--- src/rtl/pattern_det_pkg.sv ---
// -----------------------------------------------------------------------------
// pattern_det_pkg
// Shared definitions for the serial pattern detector:
//   state_e          - Moore FSM state encoding (IDLE / SEARCH / HIT, 2 bits)
//   PATTERN_DEFAULT  - pattern loaded at reset when no override is given
//                      (MSB is the first bit received)
// -----------------------------------------------------------------------------
package pattern_det_pkg;

   typedef enum logic [1:0] {
      ST_IDLE   = 2'd0,   // no pattern bit currently matched
      ST_SEARCH = 2'd1,   // a non-empty pattern prefix is matched
      ST_HIT    = 2'd2    // full pattern accepted on the previous edge
   } state_e;

   localparam logic [4:0] PATTERN_DEFAULT = 5'b11010;

endpackage

--- src/rtl/prefix_match.sv ---
// -----------------------------------------------------------------------------
// prefix_match
// Returns the length of the longest suffix of the valid history bits that
// equals a prefix of the pattern. Only the newest 'fill' bits of history are
// considered valid.
// Ports:
//   history   [W-1:0]      in  - shift history, newest bit at LSB
//   fill      [FILL_W-1:0] in  - number of valid history bits (0..W)
//   pattern   [W-1:0]      in  - pattern, MSB = first bit of the sequence
//   match_len [FILL_W-1:0] out - matched length (0..W)
// -----------------------------------------------------------------------------
module prefix_match #(
   parameter int W      = 5,
   parameter int FILL_W = 3
) (
   input  logic [W-1:0]      history,
   input  logic [W-1:0]      pattern,
   input  logic [FILL_W-1:0] fill,
   output logic [FILL_W-1:0] match_len
);

   // For a candidate length k the suffix is history[k-1:0] and the prefix is
   // pattern[W-1:W-k]; shifting the pattern right aligns the two, and the mask
   // keeps only the low k bits. Later (longer) hits overwrite shorter ones.
   always_comb begin
      match_len = '0;
      for (int k = 1; k <= W; k++) begin
         if ((FILL_W'(k) <= fill) &&
             (((history ^ (pattern >> (W - k))) & ({W{1'b1}} >> (W - k))) == '0)) begin
            match_len = FILL_W'(k);
         end
      end
   end

endmodule

--- src/rtl/pattern_detector_moore.sv ---
// -----------------------------------------------------------------------------
// pattern_detector_moore
// Moore-style serial pattern detector with a runtime-loadable pattern, an
// overlap/non-overlap mode and a saturating match counter.
// Ports:
//   clk_in           in  - clock, all state updates on the rising edge
//   reset            in  - asynchronous, active-low reset
//   data_valid_in    in  - qualifies data_in
//   data_in          in  - serial data bit
//   load_in          in  - synchronous pattern load strobe
//   pattern_in       in  - new pattern [PATTERN_W-1:0], MSB first
//   detected_out     out - high for one cycle after the final pattern bit
//   match_count_out  out - saturating detection count [CNT_W-1:0]
//   busy_out         out - a non-empty pattern prefix is currently matched
//
// Input qualification: data_in is consumed on every rising edge where
// data_valid_in=1 and load_in=0. There is no back-pressure; the block can
// accept a bit every cycle. A load on the same edge discards the data bit.
// -----------------------------------------------------------------------------
module pattern_detector_moore
   import pattern_det_pkg::*;
#(
   parameter int                   PATTERN_W   = 5,
   parameter logic [PATTERN_W-1:0] PATTERN_RST = PATTERN_W'(PATTERN_DEFAULT),
   parameter int                   OVERLAP     = 1,
   parameter int                   CNT_W       = 8
) (
   input  logic                 clk_in,
   input  logic                 reset,
   input  logic                 data_valid_in,
   input  logic                 data_in,
   input  logic                 load_in,
   input  logic [PATTERN_W-1:0] pattern_in,
   output logic                 detected_out,
   output logic [CNT_W-1:0]     match_count_out,
   output logic                 busy_out
);

   localparam int FILL_W = $clog2(PATTERN_W + 1);
   localparam logic [FILL_W-1:0] FILL_FULL = FILL_W'(PATTERN_W);

   logic [PATTERN_W-1:0] pattern_q;
   logic [PATTERN_W-1:0] history_q;
   logic [FILL_W-1:0]    fill_q;
   logic [CNT_W-1:0]     count_q;
   state_e               state_q;
   state_e               state_d;

   logic [PATTERN_W-1:0] history_nxt;
   logic [FILL_W-1:0]    fill_inc;
   logic [FILL_W-1:0]    len_cur;
   logic [FILL_W-1:0]    len_nxt;
   logic                 accept;
   logic                 detect;

   // Candidate history/fill as they would be after accepting data_in.
   assign history_nxt = {history_q[PATTERN_W-2:0], data_in};
   assign fill_inc    = (fill_q == FILL_FULL) ? fill_q : fill_q + FILL_W'(1);
   assign accept      = data_valid_in && !load_in;
   assign detect      = accept && (fill_inc == FILL_FULL) && (history_nxt == pattern_q);

   // Matched prefix length of the registered history (drives busy_out).
   prefix_match #(.W(PATTERN_W), .FILL_W(FILL_W)) u_match_cur (
      .history   (history_q),
      .pattern   (pattern_q),
      .fill      (fill_q),
      .match_len (len_cur)
   );

   // Matched prefix length after the incoming bit (selects SEARCH vs IDLE).
   prefix_match #(.W(PATTERN_W), .FILL_W(FILL_W)) u_match_nxt (
      .history   (history_nxt),
      .pattern   (pattern_q),
      .fill      (fill_inc),
      .match_len (len_nxt)
   );

   always_comb begin
      state_d = state_q;
      if (load_in) begin
         state_d = ST_IDLE;
      end else if (accept) begin
         if (detect)              state_d = ST_HIT;
         else if (len_nxt != '0)  state_d = ST_SEARCH;
         else                     state_d = ST_IDLE;
      end else if (state_q == ST_HIT) begin
         state_d = ST_IDLE;
      end
   end

   always_ff @(posedge clk_in or negedge reset) begin
      if (!reset) begin
         state_q   <= ST_IDLE;
         pattern_q <= PATTERN_RST;
         history_q <= '0;
         fill_q    <= '0;
         count_q   <= '0;
      end else begin
         state_q <= state_d;
         if (load_in) begin
            pattern_q <= pattern_in;
            history_q <= '0;
            fill_q    <= '0;
         end else if (accept) begin
            history_q <= history_nxt;
            // In non-overlap mode a detection empties the window so that no
            // bit can contribute to a second detection.
            fill_q    <= (detect && (OVERLAP == 0)) ? '0 : fill_inc;
            if (detect && (count_q != {CNT_W{1'b1}})) begin
               count_q <= count_q + CNT_W'(1);
            end
         end
      end
   end

   assign detected_out    = (state_q == ST_HIT);
   assign busy_out        = (len_cur != '0) && (state_q != ST_HIT);
   assign match_count_out = count_q;

endmodule

--- config.mk ---
export PLATFORM = sky130hd
export DESIGN_NAME = pattern_detector_moore
export DESIGN_NICKNAME = d
export VERILOG_FILES = /design/src/rtl/pattern_det_pkg.sv /design/src/rtl/prefix_match.sv /design/src/rtl/pattern_detector_moore.sv
export SDC_FILE = /design/constraint.sdc
export NUM_CORES = 1
export LEC_CHECK = 0
export CAP_MARGIN = 30
export CORE_AREA = 10 10 70 72
export DETAILED_ROUTE_END_ITERATION = 8
export DIE_AREA = 0 0 80 82
export PLACE_DENSITY_LB_ADDON = 0.2
export REMOVE_ABC_BUFFERS = 1
export SLEW_MARGIN = 10
export SYNTH_ARGS = -nofsm -noshare
export SYNTH_HDL_FRONTEND = slang
export SYNTH_SLANG_ARGS = --single-unit
--- constraint.sdc ---
create_clock -name clk_in -period 4.6 [get_ports clk_in]
set_input_delay 0.46 -clock clk_in [delete_from_list [all_inputs] [get_ports clk_in]]
set_output_delay 0.46 -clock clk_in [all_outputs]
set_load 0.05 [all_outputs]
==> results of run 1 <==
-- synth_stat cells, types with 2 or more instances --
master,instances
a21o_1,2
a21oi_1,5
a31oi_1,2
and2_1,3
buf_2,5
buf_6,2
clkbuf_1,5
dfrtp_1,20
dfstp_2,3
ha_1,4
inv_1,7
maj3_1,2
mux2_2,5
mux2i_1,7
nand2_1,9
nand2b_1,2
nand3_1,3
nand4_1,2
nor2_1,18
nor2b_1,4
nor3_1,7
nor4_1,3
o21ai_0,7
xnor2_1,7
xor2_1,16
-- area by class of cell --
cell class	instances	area [µm²]
clock inverter	1	5.005
clock buffer	3	22.52
timing repair buffer	20	217.7
multi-input combinational	123	930.9
tap	48	60.06
sequential	23	579.3
fill	338	1737
inverter	7	26.28
-- routing by layer --
layer | GRT usage [%] | part of all wire [%] | up-vias
li1 | - | - | 589
met1 | 11.48 | 45 | 583
met2 | 17.26 | 48 | 14
met3 | 3.275 | 6.3 | 2
met4 | 2.641 | 0.44 | 0
met5 | 0 | 0 | -
-- flip-flops by register name (all words and copies together) (netlist names) --
name,cells
fill_q,3
history_q,5
match_count_out,8
state_q,2
pattern_q,5
-- cell families (layout without fill, tap and decap cells) --
group                      after synthesis  in the layout  share of synthesized area, %
buffers and inverters                   20             31                         5.997
and+or+nand+nor                         55             55                         18.85
xor gates and xnor gates                24             24                         13.55
muxes                                   14             14                         10.20
DFF                                     23             23                         36.06
AOI/OAI and AO/OA                       24             24                         10.98
adders and majority gates                6              6                         4.362
-- cells in the final DEF, fill, tap and decap left out, drive strengths merged, types with 3 or more instances in the layout --
master,netlist,layout
dfrtp,20,20
clkdlybuf4s50,0,19
nor2,18,18
xor2,17,17
nand2,9,9
inv,7,7
nor3,7,7
xnor2,7,7
o21ai,7,7
mux2i,7,7
a21oi,6,6
mux2,6,6
nor2b,4,4
ha,4,4
nor4,4,4
and2,3,3
nand3,3,3
clkbuf,5,3
dfstp,3,3
nand2b,3,3
nand4,3,3
-- power groups by stage --
stage	registers, mW	logic, mW	clock network (mW)
3_5_place_dp	0.237	0.103	0
4_1_cts	0.233	0.103	0.0970
6_report	0.233	0.102	0.0905
3_3_place_gp	0.236	0.0991	0
2_1_floorplan	0.234	0.0675	0
5_1_grt	0.235	0.112	0.103
-- final timing paths --
check / from / end / cells after the start
setup / recovery: history_q[2] / busy_out / 6
hold / removal: reset / history_q[4] / 1
setup reg to reg: fill_q[0] / match_count_out[6] / 7
hold reg to reg: match_count_out[7] / match_count_out[7] / 1
max in group asynchronous: reset / pattern_q[3] / 2
min in group clk_in: match_count_out[7] / match_count_out[7] / 1
==> impl_metrics.tcl, run 1 <==
set metrics [dict create \
    sw_frac_of_total_pct 30.68 \
    fp-row-count 22 \
    antenna_cells 0 \
    ys_seq_area_share_pct 36.06 \
    seqPwrFrac_pct 54.8 \
    post_route_ant_nets 0 \
    worstSetupPathType "flip-flop to output pin" \
    slew_headroom_pct 55.20 \
    ys_types 41 \
    drive_above_1_share_pct 11.30 \
    post_cts.resized_instances 0 \
    detailroute.via_count 1188 \
    fmax_ghz 0.3167 \
    synth_top_cells_by_area "dfrtp_1, xor2_1, dfstp_2, mux2i_1, nor2_1" \
    final.setup_skew_ns 0.006456 \
    post-place-cells 221 \
    clockRootBuffer "clkbuf_4" \
    floorplan.die.height_um 82 \
    final_hold_slack_ns 0.4358 \
    hpwlAfterDp_um 2488 \
    syn_avg_cell_area_um2 9.678 \
    timing.critical_path.buf_inv 1 \
    timing.final.ws_setup_ns 1.443 \
    final_nets 192 \
    postLayoutCellArea_mm2 0.001842 \
    hp-class "input port to asynchronous set/reset pin" \
    clk-insertion-delay-late_ns 0.30 \
    power-per-cell-area_mw_per_mm2 230.8 \
    clock_transition_time_at_the_flip_flop_clock_pins_of_the_worst_setup_and_hold_paths_ns 0.12 \
    worst_setup_path_start_kind "flip-flop" \
    routed_wire_length_per_instance_um 14.00 \
    finish.utilization_pct 51.47 \
    clock_tree_buffer_depth 2 \
    detail_route.iter0.violations 78 \
    die_x_extent_um 80 \
    async_reset_ff_share_pct 100.0 \
    timing.critical_path.fanout_max 8 \
    cts_buffers 3 \
    finalHoldViolCount 0 \
    post_cts_hold_buffer_count 0 \
    cp_top_family "buffers and inverters" \
    placement.io_buffers 19 \
    syn_inst 166 \
    grt_setup_unrepaired "false" \
    p_clk_share_pct 21.3 \
    drc 0 \
    synth_area_mm2 0.001607 \
    required_time_of_the_critical_path_ns 4.14 \
    post-synth-top-area-cell "dfrtp_1" \
    first_global_vias 1218 \
    area.growth.synth_to_final_pct 14.64 \
    run_status "completed" \
    setup.worst_path.end_class "output pin" \
    route.final.wire_length_um 3150 \
    crit_path_max_incr_delay_ns 0.70 \
    floorplan_die_area_mm2 0.006560 \
    synth_edf_count 0 \
    track_usage_pct 9.934 \
    max_cap_viol_count 0 \
    yosysWarningCount 0 \
    design.core.area_mm2 0.003578 \
    finalCriticalPeriod_ns 3.157 \
    finalSetupViolations 0 \
    leakage_nw 0.8155 \
    initial_antenna_violation_count 0 \
    cts_htree_levels 1 \
    grt_first_pass_wirelength_um 5354 \
    io-pin-count 20 \
    critical_path.cell_chain "nor2b_1, maj3_1, mux4_1, nand2_1, a31oi_1, clkdlybuf4s50_1" \
    drt_first_pass_iters 4 \
    ys_seq_elements 23 \
    synth_top_area_share_pct 31.15 \
    detail_route.vias_per_cell 5.280 \
    cts.repair_timing.setup_buffer_count 0 \
    preCtsSetupSlack_ns 1.788 \
    fin_cells 225 \
    global_route.overflow_total 0 \
    setup.reg_to_reg.worst_slack_ns 1.96 \
    combPwrFrac_pct 23.9 \
    postPlaceCellArea_mm2 0.001814 \
    vdd_drop_max_uv 139.3 \
    cts_tree "built" \
    grt_start_max_net_pins 18 \
    post-layout-total-power_uw 425.2 \
    worst_margin_pin_slew_ns 0.6699 \
    report.final.slew_viol_count 0 \
    initial_utilization_pct 44.90 \
    fin_crit_sh_pct 68.64 \
    clock_sink_count 23 \
    switchingPower_uw 130.4 \
    ys.flop_type "dfrtp_1" \
    gp_congestion 0.8222 \
    p_int_uw 294.7 \
    crit_path_top_delay_cell "clkdlybuf4s50_1" \
    arrival_time_at_the_worst_endpoint_ns 2.70 \
    finalSetupTns_ns 0 \
]
Note: power is estimated with default switching activity, not from simulation.
==> run 2: changes to the inputs <==
clock period = 3.1 ns   (was 4.6 ns; I/O delays follow)
==> run 2 against run 1 <==
Compared with the run above:
- clock skew grew 0.0080 ns
- combinational power up 51%
- power up 52%
- critical path type unchanged
- critical endpoint unchanged
- largest cell class unchanged
==> impl_metrics.tcl, run 2 (synthesized netlist as in run 1, its figures left out) <==
set metrics [dict create \
    die_x_extent_um 80 \
    cts_buffers 3 \
    vdd_drop_max_uv 177.9 \
    route.final.wire_length_um 3371 \
    layout.filler_cells 346 \
    clock_transition_time_at_the_flip_flop_clock_pins_of_the_worst_setup_and_hold_paths_ns 0.15 \
    report.final.slew_viol_count 0 \
    first_global_vias 1317 \
    fp-row-count 22 \
    floorplan_die_area_mm2 0.006560 \
    grt_setup_unrepaired "false" \
    initial_antenna_violation_count 0 \
    cts.repair_timing.setup_buffer_count 0 \
    grt_first_pass_wirelength_um 5968 \
    fmax_ghz 0.3744 \
    placement.io_buffers 19 \
    drt_first_pass_iters 4 \
    crit_path_top_delay_cell "dfstp_2" \
    timing.critical_path.fanout_max 8 \
    worstSetupPathType "flip-flop to output pin" \
    required_time_of_the_critical_path_ns 2.79 \
    fin_crit_sh_pct 86.16 \
    setup.reg_to_reg.worst_slack_ns 0.44 \
    clock_sink_count 23 \
    cts_tree "built" \
    routed_wire_length_per_instance_um 14.85 \
    leakage_nw 0.8349 \
    largest_register_ffs 8 \
    post_route_ant_nets 0 \
    critical_path.cell_chain "inv_1, maj3_1, mux4_1, nand2_1, a31oi_1, dlymetal6s2s_1" \
    cts_htree_levels 1 \
    crit_path_max_incr_delay_ns 0.67 \
    detailroute.via_count 1180 \
    area.growth.synth_to_final_pct 15.89 \
    arrival_time_at_the_worst_endpoint_ns 2.36 \
    io-pin-count 20 \
    finalCriticalPeriod_ns 2.671 \
    slew_headroom_pct 58.98 \
    clockRootBuffer "clkbuf_4" \
    design.core.area_mm2 0.003578 \
    run_status "completed" \
    setup.worst_path.end_class "output pin" \
    clk-insertion-delay-late_ns 0.32 \
    antenna_cells 0 \
    hpwlAfterDp_um 2647 \
    final_nets 194 \
    finalSetupTns_ns 0 \
    final_cell_mix "dfrtp_1, nor2_1, clkdlybuf4s50_1" \
    drive_above_1_share_pct 12.29 \
    max_cap_viol_count 0 \
    final.setup_skew_ns 0.01441 \
    detail_route.iter0.violations 73 \
    clock_tree_buffer_depth 2 \
    finalHoldViolCount 0 \
    global_route.overflow_total 0 \
    floorplan.die.height_um 82 \
    initial_utilization_pct 44.90 \
    power-per-cell-area_mw_per_mm2 347.8 \
    post-layout-total-power_uw 647.5 \
    detail_route.vias_per_cell 5.198 \
    finalSetupViolations 0 \
    worst_margin_pin_slew_ns 0.6106 \
    track_usage_pct 11.23 \
    worst_setup_path_start_kind "flip-flop" \
    mostFrequentLayoutCell "dfrtp_1" \
    drc 0 \
    grt_start_max_net_pins 18 \
    post_cts_hold_buffer_count 0 \
    hp-class "input port to asynchronous set/reset pin" \
    gp_congestion 0.8552 \
]
-- run 2: changes by cell type in the layout (fill, tap and decap cells not counted), sizes merged --
| cell | before | now |
|---|---|---|
| clkdlybuf4s50 | 19 | 18 |
| clkinvlp | 0 | 1 |
| clkinv | 1 | 0 |
| buf | 1 | 3 |
| dlymetal6s2s | 0 | 1 |
-- run 2: metrics by stage --
step	std cells	hold WS, ns	setup slack, ns	util (%)	cell area, µm²
after global routing	227	0.2692	0.2038	52.03	1862
after floorplan	153	0.01441	0.7277	-	1536
after global placement	222	0.5003	0.4609	50.35	1802
after CTS	227	0.2759	0.02024	51.96	1859
after detailed placement	223	0.5102	0.3975	51.12	1829
final	227	0.2650	0.4292	52.03	1862
-- run 2: power by group --
group | switching (mW) | internal [mW] | total [mW]
combinational | 0.0796 | 0.0746 | 0.154
sequential | 0.0297 | 0.316 | 0.346
clock | 0.0983 | 0.0492 | 0.148
-- run 2: timing repair --
action	in CTS	in global routing
endpoints found under the setup margin	0	1
endpoints found under the hold margin	0	0
resized for setup	0	1
-- run 2: metal layers --
metal | up-vias | track usage, % | share of wire (%)
met4 | 0 | 4.049 | 1.1
met5 | - | 0 | 0
met2 | 22 | 19.34 | 49
met1 | 561 | 12.71 | 44
met3 | 4 | 3.712 | 6.6
li1 | 593 | - | -
-- run 2: path summary, 6_finish.rpt --
path	start	end	depth (start not counted)
worst min-delay path	reset	history_q[1]	1
worst min register to register	match_count_out[7]	match_count_out[7]	1
worst max-delay path	pattern_q[3]	busy_out	6
max in group asynchronous	reset	pattern_q[3]	2
min in group clk_in	pattern_in[3]	pattern_q[3]	3
worst max register to register	fill_q[0]	match_count_out[7]	7
-- run 2: final cells by class --
| type | count | area [µm²] | area share (%) |
|---|---|---|---|
| Tap cell | 48 | 60.06 | 3.226 |
| Clock inverter | 1 | 7.507 | 0.4032 |
| Clock buffer | 3 | 22.52 | 1.210 |
| Timing Repair Buffer | 22 | 235.2 | 12.63 |
| Sequential cell | 23 | 579.3 | 31.12 |
| Multi-Input combinational cell | 123 | 930.9 | 50.00 |
| Inverter | 7 | 26.28 | 1.411 |
-- run 2: critical path: cells and delay by family (launching register included) --
| kind | cells | cell delay (ns) |
|---|---|---|
| AND/OR/NAND/NOR | 1 | 0.08 |
| AO/OA/AOI/OAI | 1 | 0.06 |
| buffers and inverters | 2 | 0.40 |
| adder cells (fa/ha/maj) | 1 | 0.33 |
| multiplexers | 1 | 0.50 |
| flip-flops | 1 | 0.67 |
